File: src/rtl/seq_detect_param.sv
`default_nettype none
// ============================================================================
//  Module      : seq_detect_param
//  Description : Parametrised Moore serial-pattern detector with valid
//                qualifier and saturating, clearable match counter.
//  Revision    : 1.0 - initial release
// ============================================================================
module seq_detect_param #(
    parameter int           N       = 4,
    parameter logic [N-1:0] PATTERN = 4'b1001,
    parameter bit           OVERLAP = 1'b0,
    parameter int           CNT_W   = 8
) (
    input  logic             clk,
    input  logic             clear_n,
    input  logic             en,
    input  logic             in,
    input  logic             cnt_clr,
    output logic             out,
    output logic [CNT_W-1:0] match_cnt,
    output logic             cnt_sat
);

    localparam int SW = $clog2(N + 1);
    localparam int NS = 1 << SW;

    localparam logic [SW-1:0]    S_MATCH = SW'(N);
    localparam logic [CNT_W-1:0] CNT_MAX = '1;
    localparam logic [CNT_W-1:0] CNT_ONE = CNT_W'(1);

    // Bit k of the pattern in arrival order (k = 0 is received first).
    function automatic logic pat_bit(input int idx);
        logic [N-1:0] sh;
        sh = PATTERN >> (N - 1 - idx);
        return sh[0];
    endfunction

    function automatic int border_len();
        int   best;
        logic ok;
        best = 0;
        for (int l = 1; l < N; l++) begin
            ok = 1'b1;
            for (int j = 0; j < l; j++) begin
                if (pat_bit(j) != pat_bit(N - l + j)) ok = 1'b0;
            end
            if (ok) best = l;
        end
        return best;
    endfunction

    // Next-state table for one input value, one SW-bit entry per state 0..N.
    function automatic logic [(N+1)*SW-1:0] build_next(input logic b);
        logic [(N+1)*SW-1:0] tbl;
        int                  base;
        int                  best;
        int                  pos;
        logic                ok;
        logic                sbit;
        tbl = '0;
        for (int k = 0; k <= N; k++) begin
            if (k == N) base = OVERLAP ? border_len() : 0;
            else        base = k;
            best = 0;
            for (int l = 1; l <= base + 1; l++) begin
                ok = 1'b1;
                for (int j = 0; j < l; j++) begin
                    pos  = base + 1 - l + j;
                    sbit = (pos < base) ? pat_bit(pos) : b;
                    if (pat_bit(j) != sbit) ok = 1'b0;
                end
                if (ok) best = l;
            end
            tbl[k*SW +: SW] = SW'(best);
        end
        return tbl;
    endfunction

    localparam logic [(N+1)*SW-1:0] NEXT0 = build_next(1'b0);
    localparam logic [(N+1)*SW-1:0] NEXT1 = build_next(1'b1);

    logic [SW-1:0] nxt0 [NS];
    logic [SW-1:0] nxt1 [NS];

    for (genvar i = 0; i < NS; i++) begin : g_tbl
        if (i <= N) begin : g_state
            assign nxt0[i] = NEXT0[i*SW +: SW];
            assign nxt1[i] = NEXT1[i*SW +: SW];
        end else begin : g_unused
            // Unreachable encodings recover to idle.
            assign nxt0[i] = '0;
            assign nxt1[i] = '0;
        end
    end

    logic [SW-1:0]    state_q, state_d;
    logic [CNT_W-1:0] match_cnt_q, match_cnt_d;
    logic             cnt_sat_q, cnt_sat_d;
    logic             enter_match;

    always_comb begin
        state_d     = state_q;
        match_cnt_d = match_cnt_q;
        cnt_sat_d   = cnt_sat_q;
        enter_match = 1'b0;

        if (en) begin
            state_d     = in ? nxt1[state_q] : nxt0[state_q];
            enter_match = (state_d == S_MATCH);
        end

        if (cnt_clr) begin
            match_cnt_d = enter_match ? CNT_ONE : '0;
            cnt_sat_d   = 1'b0;
        end else begin
            if (enter_match && (match_cnt_q != CNT_MAX)) begin
                match_cnt_d = match_cnt_q + CNT_ONE;
            end
            cnt_sat_d = (match_cnt_d == CNT_MAX);
        end
    end

    always_ff @(posedge clk) begin
        if (!clear_n) begin
            state_q     <= '0;
            match_cnt_q <= '0;
            cnt_sat_q   <= 1'b0;
        end else begin
            state_q     <= state_d;
            match_cnt_q <= match_cnt_d;
            cnt_sat_q   <= cnt_sat_d;
        end
    end

    assign out       = (state_q == S_MATCH);
    assign match_cnt = match_cnt_q;
    assign cnt_sat   = cnt_sat_q;

endmodule
`default_nettype wire

File: config.mk
export PLATFORM = sky130hd
export DESIGN_NAME = seq_detect_param
export DESIGN_NICKNAME = d
export VERILOG_FILES = /design/src/rtl/seq_detect_param.sv
export SDC_FILE = /design/constraint.sdc
export NUM_CORES = 1
export LEC_CHECK = 0
export ABC_AREA = 1
export CAP_MARGIN = 20
export CORE_UTILIZATION = 50
export CTS_BUF_LIST = sky130_fd_sc_hd__clkbuf_4 sky130_fd_sc_hd__clkbuf_8
export CTS_CLUSTER_DIAMETER = 150
export DETAILED_ROUTE_END_ITERATION = 6
export PLACE_DENSITY = 0.75
export SLEW_MARGIN = 5
export SYNTH_ARGS = -nofsm -noshare
export SYNTH_HDL_FRONTEND = slang
export SYNTH_SLANG_ARGS = --single-unit
export TNS_END_PERCENT = 100
File: constraint.sdc
create_clock -name clk -period 3.7 [get_ports clk]
set_clock_uncertainty 0.05 [all_clocks]
set_input_delay 0.74 -clock clk [delete_from_list [all_inputs] [get_ports clk]]
set_output_delay 0.74 -clock clk [all_outputs]
set_load 0.01 [all_outputs]
==> metrics.md <==
| Metric | Value |
|---|---|
| Hold Path Class | flop to flop |
| Die Wd | 40.8 um |
| Crit path top cell by count | inv_1 |
| Largest net degree at the start of global routing | 12 |
| Post-CTS setup buffer count | 0 |
| Drt drc | 0 |
| Mean Syn Cell Area | 6.85 um^2 |
| Initial antenna violation count | 0 |
| Setup crit end | out |
| Reg-to-reg startpoint | match_cnt[0] |
| Die ar. | 0.00167 mm^2 |
| Synth cell count leaders | nand2_1, inv_1, dfxtp_1 |
| Setup TNS | 0 ns |
| Die span in y | 40.8 um |
| CTS buffer count | 3 |
| Reg2reg end | cnt_sat |
| WL final | 1.50 mm |
| Min cycle time layout | 2.26 ns |
| Slowest CP cell | clkdlybuf4s50_1 |
| Cell Pwr Density | 273 mW/mm^2 |
| Drt wl/cell | 10.5 um |
| H-Tree Depth | 1 |
| Critical Path Start | state_q[0] |
| Placed instance count | 138 |
| Sequential fraction of the synthesis area | 31.9% |
| Vias in the first global route | 585 |
| Core area | 0.00135 mm^2 |
| Post_cts resized | 0 |
| CTS hold repair buffers | 0 |
| CTS tree | built |
| Ant diodes | 0 |
| Final instance area | 937 um^2 |
| First DRT Iteration DRCs | 6 |
| R2R depth | 11 |
| RSZ-0062 raised after global routing | no |
| Initial DRT Pass Iterations | 4 |
| Synthesized cell area | 753 um^2 |
| Latest clock arrival within the worst-skew pair | 0.28 ns |
| Core Util, Final | 69.4% |
| Layout cells sized above 1 | 14.2% |
| Io pins | 15 |
| Final Max Slew Viols | 0 |
| Slew @ Worst Pin | 0.300 ns |
| Num Clock Sinks | 12 |
| Synth async-reset ratio | 0% |
| Post-synth cell types | 19 |
| Hpwl dp | 1.18 mm |
| Clock Tree Buf Depth | 2 |
| Biggest area consumer among synthesized cells | dfxtp_1 |
| Synth top area share | 31.9% |
| Endpoints failing setup | 0 |
| Port bufs | 14 |
| Synthesis Warnings | 0 |
| Setup CP Type | flop to primary output |
| Fin crit share | 61.1% |
| DP Area | 901 um^2 |
| Initial core utilization | 55.8% |
| Gr usage total | 22.0% |
| Gpl congestion | 0.863 |
| Nets | 137 |
| Leakage power total | 0.397 nW |
| Final Hold Fails | 0 |
| CTS clk-pin slew, worst paths | 0.08 ns |
| Max_cap viols | 0 |
| Maximum clock frequency | 442 MHz |
| Cell Count, Final, Fillers Out | 142 |
| Post-synth net total | 119 |
| Vias/cell | 5.13 |
| CP Capture Type | primary output |
| Post-Syn Instances | 110 |
| Ys flop type | dfxtp_1 |
| Yosys reg bits | 12 |
| Ranking of synthesized cells by area | dfxtp_1, nand2_1, inv_1 |
| Filler Cells Inserted | 139 |
| CP max stage delay | 0.46 ns |
| Worst R2R Setup Slack | 2.10 ns |
| Std cell rows | 13 |
| Remaining antenna violation count after routing | 0 |
| Max IR drop VDD | 197 uV |
| Relative slew margins | 79.9% |
| CP required | 2.91 ns |
| Syn-to-layout area delta | 24.4% |
| Outcome | complete, no violations |
| Vias | 728 |
| Startpoint Class | flop |
| Worst path cell trace | inv_1 > ha_1 > nand2_1 > inv_1 > clkdlybuf4s50_1 |
| Post-synth EDFFs | 0 |
| CP arrival | 1.47 ns |
| GRT overflow | 0 |
| CTS Root Cell | clkbuf_4 |
| First-pass GRT wire length | 2.38 mm |
| Worst-path maximum fanout | 3 |
| Top-count cell post-synth | nand2_1 |
==> routing by layer <==
| layer | track usage [%] | part of all wire [%] | vias to the layer above |
|---|---|---|---|
| li1 | - | - | 383 |
| met4 | 12.5 | 2.1 | 0 |
| met1 | 27.1 | 51 | 327 |
| met5 | 0 | 0 | - |
| met2 | 34.8 | 44 | 13 |
| met3 | 4.89 | 3.2 | 5 |
==> sequential cells by signal (all words and copies together) (netlist names) <==
register,flops
cnt_sat,1
state_q,3
match_cnt,8
==> stage by stage <==
stage / hold slack, ns / power (W) / setup WS, ns
2_1_floorplan: 0.426 / 0.000143 / 2.13
5_1_grt: 0.505 / 0.000267 / 1.31
3_3_place_gp: 0.442 / 0.000151 / 1.47
6_report: 0.456 / 0.000256 / 1.44
4_1_cts: 0.458 / 0.000260 / 1.42
3_5_place_dp: 0.446 / 0.000151 / 1.41
==> worst max-delay path: cells and delay by family, from the launching register on <==
| family | cells | cell delay (ns) |
|---|---|---|
| buffers and inverters | 3 | 0.57 |
| AND/OR/NAND/NOR | 1 | 0.08 |
| adder cells (fa/ha/maj) | 1 | 0.20 |
| flip-flops | 1 | 0.35 |
==> cell usage in the layout, fill, tap and decap left out, drive strengths merged <==
cell type,count
nand2,32
inv,18
nor2,16
clkdlybuf4s50,14
dfxtp,12
nand3,9
a21oi,8
nand4,4
ha,4
clkbuf,4
o21ai,3
xor2,1
nand3b,1
o21bai,1
==> area by class of cell <==
class	instances	area (um^2)	area share, %
clock buffers	4	36.3	3.87
repair buffers	14	140	15.0
multi-input cells	79	434	46.3
inverters	18	67.6	7.21
well taps	15	18.8	2.00
flip-flops and latches	12	240	25.6
==> worst min-delay path by stage <==
stage                     depth (start not counted)       start  slack, ns          to
after floorplan                                   2  state_q[1]       0.43  state_q[1]
after global placement                            2  state_q[1]       0.44  state_q[1]
after detailed placement                          2  state_q[1]       0.45  state_q[1]
after CTS                                         2  state_q[1]       0.46  state_q[1]
after global routing                              2  state_q[1]       0.50  state_q[1]
final                                             2  state_q[1]       0.46  state_q[1]
==> power by group <==
part	leakage [nW]	internal [W]	total, W	switching [W]
Clock	0.0210	0.0000599	0.000108	0.0000481
Sequential	0.0970	0.000130	0.000132	0.00000147
Combinational	0.279	0.00000806	0.0000164	0.00000832
==> cell families after synthesis <==
kind of cell             share of synthesized area (%)
XOR/XNOR                                          1.16
adder cells (fa/ha/maj)                           6.64
AO/OA/AOI/OAI                                     8.31
buffers and inverters                             10.5
AND/OR/NAND/NOR                                   41.5
flip-flops                                        31.9
Note: power is estimated with default switching activity, not from simulation.
